File: config.mk
export PLATFORM = sky130hd
export DESIGN_NAME = noc_crc_master
export DESIGN_NICKNAME = d
export VERILOG_FILES = /design/src/rtl/noc_crc_master.sv
export SDC_FILE = /design/constraint.sdc
export NUM_CORES = 1
export LEC_CHECK = 0
export CORE_MARGIN = 5
export CORE_UTILIZATION = 47
export DETAILED_ROUTE_END_ITERATION = 6
export GPL_TIMING_DRIVEN = 0
export PLACE_DENSITY = 0.81
export SLEW_MARGIN = 15
export SYNTH_ARGS = -nofsm -noshare
export SYNTH_HDL_FRONTEND = slang
export SYNTH_SLANG_ARGS = --single-unit
export TNS_END_PERCENT = 1
File: constraint.sdc
create_clock -name clk -period 2 [get_ports clk]
set_input_delay 0.6 -clock clk [delete_from_list [all_inputs] [get_ports clk]]
set_output_delay 0.6 -clock clk [all_outputs]
set_load 0.05 [all_outputs]
File: src/rtl/noc_crc_master.sv
`timescale 1ns/1ps
// ---------------------------------------------------------------------------
// noc_crc_master
//
// Bus-master stage in front of the CRC slave. Each byte-serial NOC command
// packet becomes exactly one register access on the CRC register bus. Read
// data, and optionally write acknowledgements, return as byte-serial NOC
// response packets. One transaction is in flight at a time.
//
// Command header : {wr, src_id[4:0], idx[1:0]}; writes carry 4 payload
//                  bytes MSB first, reads carry none. idx=3 is invalid.
// Response header: {1'b1, src_id[4:0], err, kind}; kind=0 read, 1 write ack.
//
// Optional feature macro: NOC_WR_ACK_EN
//   defined   -> every write (including idx=3) returns a 1-byte ack header
//   undefined -> writes produce no tx traffic
//
// Ports
//   clk          clock
//   rst          asynchronous reset, active-low
//   rx_data      NOC command byte
//   rx_valid     rx_data valid
//   rx_ready     block accepts an rx byte (IDLE and PAYLOAD only)
//   tx_data      NOC response byte
//   tx_valid     tx_data valid
//   tx_ready     downstream accepts the tx byte
//   bus_addr     register address (BASE_ADDR + 4*idx), holds between accesses
//   bus_data_wr  write data, holds between accesses
//   bus_RW       1=write, 0=read; only ever high together with bus_Sel
//   bus_Sel      access strobe, one cycle per access
//   bus_data_rd  combinational read data from the CRC slave
//   err_cnt      saturating count of invalid-index packets
//   busy         high whenever the FSM is not idle
// ---------------------------------------------------------------------------
module noc_crc_master #(
    parameter logic [31:0] BASE_ADDR = 32'h4003_2000,
    parameter int          ERR_W     = 8
) (
    input  logic             clk,
    input  logic             rst,
    input  logic [7:0]       rx_data,
    input  logic             rx_valid,
    output logic             rx_ready,
    output logic [7:0]       tx_data,
    output logic             tx_valid,
    input  logic             tx_ready,
    output logic [31:0]      bus_addr,
    output logic [31:0]      bus_data_wr,
    output logic             bus_RW,
    output logic             bus_Sel,
    input  logic [31:0]      bus_data_rd,
    output logic [ERR_W-1:0] err_cnt,
    output logic             busy
);

`ifdef NOC_WR_ACK_EN
    localparam logic WR_ACK = 1'b1;
`else
    localparam logic WR_ACK = 1'b0;
`endif

    localparam logic [2:0] S_IDLE      = 3'd0;
    localparam logic [2:0] S_PAYLOAD   = 3'd1;
    localparam logic [2:0] S_BUS       = 3'd2;
    localparam logic [2:0] S_RESP_HDR  = 3'd3;
    localparam logic [2:0] S_RESP_DATA = 3'd4;

    localparam logic [1:0] IDX_INVALID = 2'd3;

    logic [2:0]  state;
    logic        wr_q;
    logic [4:0]  src_q;
    logic [1:0]  idx_q;
    logic [1:0]  byte_cnt;
    logic [31:0] hold;     // write payload being assembled
    logic [31:0] rdata;    // read data, shifted out MSB first

    logic        rx_hs;
    logic        tx_hs;
    logic [31:0] hold_next;

    assign rx_hs     = rx_valid && rx_ready;
    assign tx_hs     = tx_valid && tx_ready;
    assign hold_next = {hold[23:0], rx_data};

    function automatic logic [31:0] reg_addr(input logic [1:0] idx);
        return BASE_ADDR + {28'd0, idx, 2'b00};
    endfunction

    // The strobe is decoded straight from the state so it is high for the
    // single BUS cycle only; the address and data registers are loaded on
    // entry to BUS and simply hold afterwards.
    assign rx_ready = (state == S_IDLE) || (state == S_PAYLOAD);
    assign busy     = (state != S_IDLE);
    assign bus_Sel  = (state == S_BUS) && (idx_q != IDX_INVALID);
    assign bus_RW   = bus_Sel && wr_q;

    // NOTE: every register in this block, including the 32-bit holding and
    // read-data registers, is reset so that an aborted packet leaves nothing
    // behind; all assignments are non-blocking so each branch sees the values
    // from before the edge.
    always_ff @(posedge clk or negedge rst) begin
        if (!rst) begin
            state       <= S_IDLE;
            wr_q        <= 1'b0;
            src_q       <= '0;
            idx_q       <= '0;
            byte_cnt    <= '0;
            hold        <= '0;
            rdata       <= '0;
            tx_data     <= '0;
            tx_valid    <= 1'b0;
            bus_addr    <= '0;
            bus_data_wr <= '0;
            err_cnt     <= '0;
        end else begin
            case (state)
                S_IDLE: begin
                    if (rx_hs) begin
                        wr_q     <= rx_data[7];
                        src_q    <= rx_data[6:2];
                        idx_q    <= rx_data[1:0];
                        byte_cnt <= '0;
                        if (rx_data[7]) begin
                            state <= S_PAYLOAD;
                        end else begin
                            state <= S_BUS;
                            if (rx_data[1:0] != IDX_INVALID) begin
                                bus_addr    <= reg_addr(rx_data[1:0]);
                                bus_data_wr <= hold;
                            end
                        end
                    end
                end

                S_PAYLOAD: begin
                    if (rx_hs) begin
                        hold     <= hold_next;
                        byte_cnt <= byte_cnt + 2'd1;
                        if (byte_cnt == 2'd3) begin
                            state <= S_BUS;
                            if (idx_q != IDX_INVALID) begin
                                bus_addr    <= reg_addr(idx_q);
                                bus_data_wr <= hold_next;
                            end
                        end
                    end
                end

                S_BUS: begin
                    if (idx_q == IDX_INVALID) begin
                        rdata <= '0;
                        if (err_cnt != {ERR_W{1'b1}}) begin
                            err_cnt <= err_cnt + 1'b1;
                        end
                    end else begin
                        rdata <= bus_data_rd;
                    end
                    if (!wr_q || WR_ACK) begin
                        state    <= S_RESP_HDR;
                        tx_valid <= 1'b1;
                        tx_data  <= {1'b1, src_q, (idx_q == IDX_INVALID), wr_q};
                    end else begin
                        state <= S_IDLE;
                    end
                end

                S_RESP_HDR: begin
                    if (tx_hs) begin
                        if (wr_q) begin
                            tx_valid <= 1'b0;
                            state    <= S_IDLE;
                        end else begin
                            tx_data  <= rdata[31:24];
                            rdata    <= {rdata[23:0], 8'h00};
                            byte_cnt <= '0;
                            state    <= S_RESP_DATA;
                        end
                    end
                end

                S_RESP_DATA: begin
                    if (tx_hs) begin
                        if (byte_cnt == 2'd3) begin
                            tx_valid <= 1'b0;
                            state    <= S_IDLE;
                        end else begin
                            tx_data  <= rdata[31:24];
                            rdata    <= {rdata[23:0], 8'h00};
                            byte_cnt <= byte_cnt + 2'd1;
                        end
                    end
                end

                default: state <= S_IDLE;
            endcase
        end
    end

endmodule

### After elaboration in Yosys (flattened, before gate mapping)

Index checks and enable logic that the tools add are counted.

* register bits after elaboration: 158
* bits of input ports: 44
* output and inout port bits: 85
* word-level logic and storage cells: 106

* $add $sub $neg: 4
* eq/ne operators: 22
* mux-type cells: 49
* reductions and logical operators: 19

Operator list (number)
* $mux 32: 17
* $pmux 32 s2: 2
* $pmux 32 s3: 1
* $add 31x4->32 const A: 2
* $mux 8: 5
* $ne 2x2->1 const B: 12
* $pmux 8 s3: 1
* $mux 3: 7
* $reduce_and 6->1: 3
* $mux 2: 8
* $pmux 3 s5: 1
* $reduce_and 7->1: 2
* $add 8x1->8 const B: 1
* $ne 8x8->1 const B: 1
* $pmux 2 s4: 1
* $eq 3x2->1 const B: 2
* $ne 2x1->1 const B: 3
* $reduce_bool 3->1: 2
* $mux 1: 5
* $reduce_and 5->1: 1
* $eq 2x2->1 const B: 2
* $logic_and 1x1->1: 4
* $reduce_and 2->1: 2
* $reduce_bool 4->1: 1
* 8 further kinds: 8

### Longest topological paths before layout

Gate-level depths: netlist (run 1).

* depth after elaboration: 5
* mapped depth: 6
* mapped depth without buffers: 5

### Least setup slack after synthesis (run 1)

OpenSTA, ideal clock, no wires.

* kind: flip-flop to output port
* start point: register state[0]
* end point: output bus_Sel
* arrival: 1.851 ns
* data required time: 1.400 ns
* path slack: -0.451 ns
* stages on the path, launching flop included: 4
* path buffers: 2
* path through: dfrtp_1 > buf_2 > clkbuf_1 > nor3_1

* word-level cells in the longest chain between the ends: 2

Ends and longest elaborated chain
* from (decl): line 70 `logic [2:0] state;`
* from (signal assigned): line 104 `state <= S_IDLE;`
* from (signal assigned): line 125 `state <= S_PAYLOAD;`
* from (signal assigned): line 127 `state <= S_BUS;`
* $eq 3x2->1: line 95 `assign bus_Sel = (state == S_BUS) && (idx_q != IDX_INVALID);`
* $logic_and 1x1->1: line 95
* to (decl): line 50 `output logic bus_Sel,`

Every way passes these cells.

### Final worst setup path (run 1)

* start point: register state[2]
* end point: output bus_RW

* word-level cells in the longest chain between the ends: 3

Ends and longest elaborated chain
* $eq 3x2->1: line 95
* $logic_and 1x1->1: line 95
* $logic_and 1x1->1: line 96 `assign bus_RW = bus_Sel && wr_q;`
* to (decl): line 49 `output logic bus_RW,`

Every way passes these cells.

==> impl_metrics.csv, run 1 <==
group,metric,value,unit
synthesis,yosysSeqAreaShare,50.11,%
die,num_rows,42,
sta,period_needed,2.184,ns
detailed_routing,vias,4340,
die,ios,129,
die,die_w,127.1,um
detailed_routing,wl,14290,um
clocking,htreeDepth,4,
setup_path,rr_worst_depth,9,
layout,diodes,0,
sta,whs,0.1070,ns
detailed_routing,drtPass1Iterations,5,
hold_path,hp-class,"in -> async",
synthesis,synth.most_common_cell,"dfrtp_1",
synthesis,synth.area.top_cells,"dfrtp_1, mux2_2, mux2_1",
layout,fillers,1055,
setup_path,cpPeakStageDelay,0.45,ns
status,outcome,"finished with violations",
setup_path,worstSetupPathDepth,4,
die,design.core.area,13350,sq um
setup_path,crit_type,"reg -> out",
layout,nets,715,
clocking,insertion_delay,0.42,ns
layout,drive_gt1_share,31.23,%
global_route,grt_max_degree,87,
job,drv_cap,0,
global_route,antenna_found_initial,0,
sta,hold_viol,0,
power_and_ir_drop,ir_worst_vdd,1077,uV
sta,fin_skew,0.01085,ns
power_and_ir_drop,power_leakage,4.182,nW
setup_path,critPathArrivalTime,1.58,ns
synthesis,async_reset_ff_share,100.0,%
synthesis,synth-edff-count,0,
sta,rsz0062_at_grt,"yes",
synthesis,yosys_warnings,0,
synthesis,synth_top_area_share,50.11,%
clocking,clockRootBuffer,"clkbuf_16",
die,die_y,127.1,um
detailed_routing,drt_iter0_markers,250,
clocking,cts_hold_buf,0,
clocking,clockBufferDepth,2,
global_route,grt_pass1_wl,22980,um
sta,worst_slew_pin_slew,0.5635,ns
global_route,track_usage,17.90,%
sta,timing.final.ws_setup,-0.1842,ns
clocking,cts_sinks,129,
global_route,globalRouteOverflowTotal,0,
setup_path,r2r-start,"state[0]",
synthesis,synth.distinct_cells,47,
detailed_routing,drc_errors,0,
detailed_routing,postRouteAntennaNets,0,
die,initial_core_util,48.27,%
setup_path,path_cells,"buf_6 > nor3b_4 > and3_4 > buf_8",
synthesis,yosys.area.top_type,"dfrtp_1",
setup_path,crit_path_start,"state[2]",
global_route,grt_pass1_vias,4554,
sta,timing.final.crit_share,109.2,%
placed_design,hpwlAfterDp,9917,um
placed_design,portBuffers,101,
synthesis,syn-instance-count,508,
die,fp.dieArea,16150,sq um
synthesis,netlist_top_cells_count,"dfrtp_1, mux2_2, mux2i_1",
setup_path,cp-end-kind,"primary output",
sta,setup_viol,15,
power_and_ir_drop,powerDensity,1812,nW/um^2
status,violations,"negative setup slack",
sta,slew_headroom,62.58,%
placed_design,pre_cts_slack,-0.6212,ns
setup_path,cp-start-kind,"register",
clocking,cts.clk_slew.worst_paths,0.06,ns
clocking,tritoncts,"done",
setup_path,cp_top_family,"flip-flops",
sta,slew_violations,0,
synthesis,netlist_area,6442,sq um
synthesis,synth_area_per_cell,12.68,sq um
detailed_routing,vias_per_cell,5.058,
setup_path,required,1.40,ns
setup_path,slowest_stage,"dfrtp_2",
placed_design,globalplace.congestion,0.8431,
setup_path,worst-path-buf-inv,2,
sta,timing.fmax,457.8,MHz
setup_path,cp_max_fo,5,
clocking,numCtsBuffers,17,
synthesis,ys_ff_latch,129,
synthesis,ys.flop_type,"dfrtp_1",
detailed_routing,wl_per_cell,16.65,um
layout,syn2layout_area_growth,32.43,%
timing repair:
action                     in CTS  in global routing
resized for setup             103                 29
pin swaps                       1                  3
cloned                          0                  1
buffers inserted                2                 12
setup endpoints to repair     104                 27
hold endpoints to repair        0                  0
placed cells by master, fill, tap and decap left out, types with 8 or more instances in the layout:
cell type	instances
a21oi_1	8
dlygate4sd2_1	46
mux2_4	14
mux2_2	64
mux2_1	46
dfrtp_1	126
and2_1	9
nand3_1	13
clkdlybuf4s50_1	38
buf_4	53
buf_6	12
conb_1	26
clkbuf_16	17
nor2_1	13
inv_1	20
mux2i_1	47
nand2_1	21
sequential cells by signal (all words and copies together), names as in the netlist, 2 cells and up:
signal / flops
bus_addr: 3
err_cnt: 8
src_q: 5
tx_data: 8
hold: 32
byte_cnt: 2
idx_q: 2
state: 3
bus_data_wr: 32
rdata: 32
final timing paths:
check                                  end  slack (ns)
min in group clk           bus_data_wr[21]        0.50
setup reg to reg                 rdata[14]       -0.02
max in group asynchronous         state[2]        1.12
setup / recovery                    bus_RW       -0.18
hold / removal             bus_data_wr[23]        0.11
hold reg to reg            bus_data_wr[21]        0.50
stage by stage:
step	power, mW	area, sq um	std cells	util [%]	setup TNS, ns
4_1_cts	15.36	8401	845	62.94	-0.6577
2_1_floorplan	10.11	6549	533	-	-0.03926
3_3_place_gp	12.01	7780	810	58.29	-615.57
5_1_grt	16.28	8532	858	63.92	-3.024
6_report	15.46	8532	858	63.92	-0.5565
3_5_place_dp	12.30	7809	811	58.50	-30.05
layer usage:
metal | GRT usage (%) | up-vias | wire length [um] | part of all wire (%)
li1 | - | 2054 | - | -
met1 | 21.94 | 2121 | 6001 | 42
met2 | 30.95 | 143 | 7291 | 51
met3 | 4.800 | 22 | 800 | 5.6
met4 | 5.552 | 0 | 195 | 1.4
met5 | 0 | - | 0 | 0
power breakdown:
part	internal, mW	total [mW]	switching (mW)	leakage, nW
clock	2.01	3.20	1.19	0.286
sequential	3.87	4.69	0.828	1.56
combinational	3.24	7.57	4.33	2.33
total	9.12	15.5	6.34	4.18
cell families after synthesis:
| group | synth area share, % |
|---|---|
| multiplexers | 29.79 |
| other | 0.05821 |
| flip-flops | 50.11 |
| AO/OA/AOI/OAI | 3.224 |
| AND/OR/NAND/NOR | 7.904 |
| buffers and inverters | 7.574 |
| adder cells (fa/ha/maj) | 0.3884 |
| XOR/XNOR | 0.9517 |
layout make-up:
| class | count | area [sq um] | share of cell area, % |
|---|---|---|---|
| buffer | 58 | 450.4 | 5.279 |
| clock buffer | 18 | 439.2 | 5.147 |
| clock inverter | 14 | 176.4 | 2.068 |
| inverter | 20 | 75.07 | 0.8799 |
| multi-input combinational | 326 | 2859 | 33.51 |
| sequential | 129 | 3232 | 37.88 |
| tap | 176 | 220.2 | 2.581 |
| timing repair buffer | 117 | 1080 | 12.66 |
Power figures use the tool's default switching activity.
==> run 2: changes to the inputs <==
TNS_END_PERCENT = 5   (was 1)
==> impl_metrics.csv, run 2 (same netlist as run 1, synthesis figures left out) <==
group,metric,value,unit
die,initial_core_util,48.27,%
global_route,grt_max_degree,87,
power_and_ir_drop,powerDensity,1801,nW/um^2
sta,timing.fmax,463.4,MHz
global_route,antenna_found_initial,0,
layout,instances_no_fill,868,
setup_path,reg2reg_slack,0.02,ns
layout,layout_commonest_cell,"dfrtp_1",
clocking,htreeDepth,4,
clocking,insertion_delay,0.41,ns
die,design.core.area,13350,sq um
setup_path,r2r-start,"state[0]",
sta,hold_viol,0,
sta,setup_viol,3,
global_route,globalRouteOverflowTotal,0,
layout,mostFrequentLayoutCells,"dfrtp_1, mux2_2, buf_4",
setup_path,rr_worst_depth,9,
die,num_rows,42,
detailed_routing,vias,4386,
setup_path,cpPeakStageDelay,0.43,ns
detailed_routing,postRouteAntennaNets,0,
setup_path,worstReg2RegEnd,"bus_data_wr[15]",
clocking,clockRootBuffer,"clkbuf_16",
layout,reg_top3,"bus_data_wr: 32 flops, hold: 32 flops, rdata: 32 flops",
die,ios,129,
global_route,grt_pass1_wl,23450,um
layout,drive_gt1_share,32.51,%
clocking,numCtsBuffers,17,
power_and_ir_drop,ir_worst_vdd,1098,uV
layout,fin_util,65.54,%
hold_path,hp-class,"in -> async",
detailed_routing,drc_errors,0,
setup_path,critPathArrivalTime,1.56,ns
clocking,cts_sinks,129,
layout,fillers,1035,
sta,timing.final.ws_setup,-0.1578,ns
setup_path,required,1.40,ns
power_and_ir_drop,power_leakage,4.282,nW
detailed_routing,vias_per_cell,5.053,
placed_design,globalplace.congestion,0.8431,
detailed_routing,drt_iter0_markers,240,
die,fp.dieArea,16150,sq um
status,outcome,"finished with violations",
sta,slew_violations,0,
clocking,tritoncts,"done",
detailed_routing,drtPass1Iterations,4,
job,drv_cap,0,
setup_path,crit_type,"reg -> out",
global_route,grt_pass1_vias,4625,
setup_path,cp_max_fo,5,
placed_design,portBuffers,101,
placed_design,hpwlAfterDp,9917,um
die,die_y,127.1,um
clocking,cts_hold_buf,0,
sta,rsz0062_at_grt,"yes",
sta,timing.final.crit_share,107.9,%
detailed_routing,wl,14810,um
sta,period_needed,2.158,ns
setup_path,path_cells,"buf_6 > nor3b_4 > and3_4 > buf_8",
layout,diodes,0,
die,die_w,127.1,um
setup_path,cp-end-kind,"primary output",
sta,tns,-0.3982,ns
layout,syn2layout_area_growth,35.79,%
layout,nets,725,
global_route,track_usage,18.30,%
sta,worst_slew_pin_slew,0.5617,ns
placed_design,placed_cells,811,
clocking,cts.clk_slew.worst_paths,0.06,ns
status,violations,"negative setup slack",
sta,slew_headroom,62.70,%
detailed_routing,wl_per_cell,17.07,um
setup_path,cp-start-kind,"register",
sta,fin_skew,0.009406,ns
setup_path,slowest_stage,"dfrtp_2",
clocking,clockBufferDepth,2,
==> run 2: cell types whose count changed in the layout (fill, tap and decap cells not counted), moves of 2 or more <==
cell	previous run	this run
buf_12	0	4
clkbuf_4	2	4
buf_8	3	7
dlymetal6s2s_1	0	2
buf_4	53	57
dlygate4sd2_1	46	43
buf_2	5	1
buf_6	12	8
==> run 2: metrics by stage <==
step,hold slack [ns],cell area [sq um],setup WS (ns),total power [mW]
6_report,0.1115,8748,-0.1578,15.76
5_1_grt,0.1249,8748,-0.2171,16.59
3_5_place_dp,0.4896,7809,-0.6212,12.30
3_3_place_gp,0.4818,7780,-4.570,12.01
4_1_cts,0.1080,8523,-0.2055,15.53
2_1_floorplan,0.3044,6549,-0.03926,10.11
==> run 2: worst max path at each step <==
| stage | endpoint | slack, ns | from | depth (start not counted) |
|---|---|---|---|---|
| 3_5_place_dp | bus_RW | -0.62 | idx_q[0] | 4 |
| 6_report | bus_RW | -0.16 | state[2] | 4 |
| 3_3_place_gp | rdata[4] | -4.57 | rst | 1 |
| 2_1_floorplan | bus_Sel | -0.04 | state[0] | 3 |
| 5_1_grt | bus_RW | -0.22 | state[2] | 4 |
| 4_1_cts | busy | -0.21 | state[0] | 4 |
==> run 2: final cells by class <==
class                   instances  area, sq um  share of cell area [%]
repair buffers                127         1209                   13.82
clock buffers                  18        439.2                   5.020
well taps                     176        220.2                   2.517
inverters                      20        75.07                  0.8581
multi-input cells             326         2894                   33.08
flip-flops and latches        129         3231                   36.93
plain buffers                  58        504.2                   5.764
clock inverters                14        176.4                   2.017
==> run 2: power breakdown <==
part	switching [mW]	internal (mW)	leakage [nW]	total (mW)
clock network	1.19	2.01	0.286	3.19
registers	0.832	3.86	1.56	4.70
logic	4.42	3.44	2.43	7.87
total	6.44	9.32	4.28	15.8
==> run 2: what timing repair did <==
item                                    in CTS  in global routing
endpoints found under the setup margin     104                 66
cloned                                       0                  1
pin swaps                                    3                  5
buffers inserted                            12                 12
resized for setup                          110                 40
==> run 2: metal layers <==
layer / global-route usage, % / part of all wire (%)
met1: 22.08 / 40
met2: 31.82 / 52
met3: 5.092 / 6.0
met4: 5.868 / 1.5
met5: 0 / 0
==> run 2: worst max-delay path: cells and delay by family, from the launching register on <==
family	cells	cell delay [ns]
AND/OR/NAND/NOR	2	0.45
flip-flops	1	0.43
buffers and inverters	2	0.28
==> run 3: changes to the inputs <==
CAP_MARGIN = 30   (was default)
==> impl_metrics.csv, run 3 (same netlist as run 1, synthesis figures left out) <==
group,metric,value,unit
global_route,grt_pass1_wl,23450,um
die,die_y,127.1,um
setup_path,crit_type,"reg -> out",
layout,layout_commonest_cell,"dfrtp_1",
layout,mostFrequentLayoutCells,"dfrtp_1, mux2_2, buf_4",
power_and_ir_drop,ir_worst_vdd,1098,uV
power_and_ir_drop,powerDensity,1801,nW/um^2
status,outcome,"finished with violations",
clocking,numCtsBuffers,17,
global_route,grt_pass1_vias,4625,
layout,fin_util,65.54,%
detailed_routing,wl_per_cell,17.07,um
hold_path,hp-class,"in -> async",
die,design.core.area,13350,sq um
layout,design_area,8748,sq um
sta,timing.fmax,463.4,MHz
placed_design,placed_area,7809,sq um
sta,period_needed,2.158,ns
detailed_routing,vias_per_cell,5.053,
detailed_routing,vias,4386,
die,initial_core_util,48.27,%
placed_design,portBuffers,101,
sta,slew_headroom,62.70,%
global_route,globalRouteOverflowTotal,0,
layout,drive_gt1_share,32.51,%
die,fp.dieArea,16150,sq um
clocking,clockRootBuffer,"clkbuf_16",
status,violations,"negative setup slack",
setup_path,critPathArrivalTime,1.56,ns
global_route,grt_max_degree,87,
setup_path,required,1.40,ns
die,num_rows,42,
sta,worst_slew_pin_slew,0.5617,ns
die,ios,129,
detailed_routing,drt_iter0_markers,240,
sta,timing.final.crit_share,107.9,%
setup_path,cp-end-kind,"primary output",
clocking,insertion_delay,0.41,ns
sta,timing.final.ws_setup,-0.1578,ns
layout,syn2layout_area_growth,35.79,%
layout,diodes,0,
global_route,track_usage,18.30,%
power_and_ir_drop,power_leakage,4.282,nW
detailed_routing,drtPass1Iterations,4,
job,drv_cap,0,
placed_design,globalplace.congestion,0.8431,
placed_design,hpwlAfterDp,9917,um
detailed_routing,drc_errors,0,
setup_path,cp_max_fo,5,
detailed_routing,wl,14810,um
sta,rsz0062_at_grt,"yes",
sta,slew_violations,0,
clocking,cts_sinks,129,
detailed_routing,postRouteAntennaNets,0,
sta,hold_viol,0,
global_route,antenna_found_initial,0,
clocking,cts.clk_slew.worst_paths,0.06,ns
layout,nets,725,
clocking,tritoncts,"done",
setup_path,cp-start-kind,"register",
clocking,htreeDepth,4,
clocking,clockBufferDepth,2,
sta,fin_skew,0.009406,ns
sta,setup_viol,3,
layout,reg_top3,"bus_data_wr: 32 flops, hold: 32 flops, rdata: 32 flops",
die,die_w,127.1,um
==> run 3: cell counts in the layout (fill, tap and decap cells not counted) <==
Identical to the previous run, type by type.
==> run 3: repair_timing <==
item                                    4_1_cts  5_1_grt
endpoints found under the hold margin         0        0
pin swaps                                     3        5
cloned                                        0        1
resized for setup                           110       40
hold buffers                                  0        0
setup buffers                                12       12
endpoints found under the setup margin      104       66
==> run 3: metal layers <==
layer | global-route usage, % | vias up | routed length, um
met5 | 0 | - | 0
li1 | - | 2070 | -
met3 | 5.092 | 18 | 892
met4 | 5.868 | 0 | 217
met1 | 22.08 | 2169 | 5976
met2 | 31.82 | 129 | 7727
==> run 3: final cells by class <==
class                   count  area (sq um)
plain buffers              58         504.2
clock buffers              18         439.2
clock inverters            14         176.4
fillers                  1035          4599
inverters                  20         75.07
multi-input cells         326          2894
flip-flops and latches    129          3231
well taps                 176         220.2
repair buffers            127          1209
==> run 3: through the flow <==
stage / cells / hold slack, ns / TNS [ns] / power, mW / setup slack, ns
floorplan: 533 / 0.3044 / -0.03926 / 10.11 / -0.03926
global placement: 810 / 0.4818 / -615.57 / 12.01 / -4.570
detailed placement: 811 / 0.4896 / -30.05 / 12.30 / -0.6212
CTS: 855 / 0.1080 / -1.846 / 15.53 / -0.2055
global route: 868 / 0.1249 / -1.122 / 16.59 / -0.2171
finish: 868 / 0.1115 / -0.3982 / 15.76 / -0.1578
==> run 3: path summary, 6_finish.rpt <==
kind / from / to / slack, ns / cells after the start
max in group asynchronous: rst / state[2] / 1.13 / 2
min in group clk: err_cnt[6] / err_cnt[6] / 0.50 / 1
setup / recovery: state[2] / bus_RW / -0.16 / 4
hold / removal: rst / bus_data_wr[23] / 0.11 / 1
setup reg to reg: state[0] / bus_data_wr[15] / 0.02 / 9
hold reg to reg: err_cnt[6] / err_cnt[6] / 0.50 / 1
==> run 3: where the power goes <==
part	switching, mW	internal [mW]	leakage (nW)
registers	0.832	3.86	1.56
logic	4.42	3.44	2.43
clock network	1.19	2.01	0.286
total	6.44	9.32	4.28
==> run 3: worst max-delay path, stage by stage (launching register included) <==
cell     delay [ns]
dfrtp_2        0.43
buf_6          0.14
nor3b_4        0.22
and3_4         0.23
buf_8          0.14
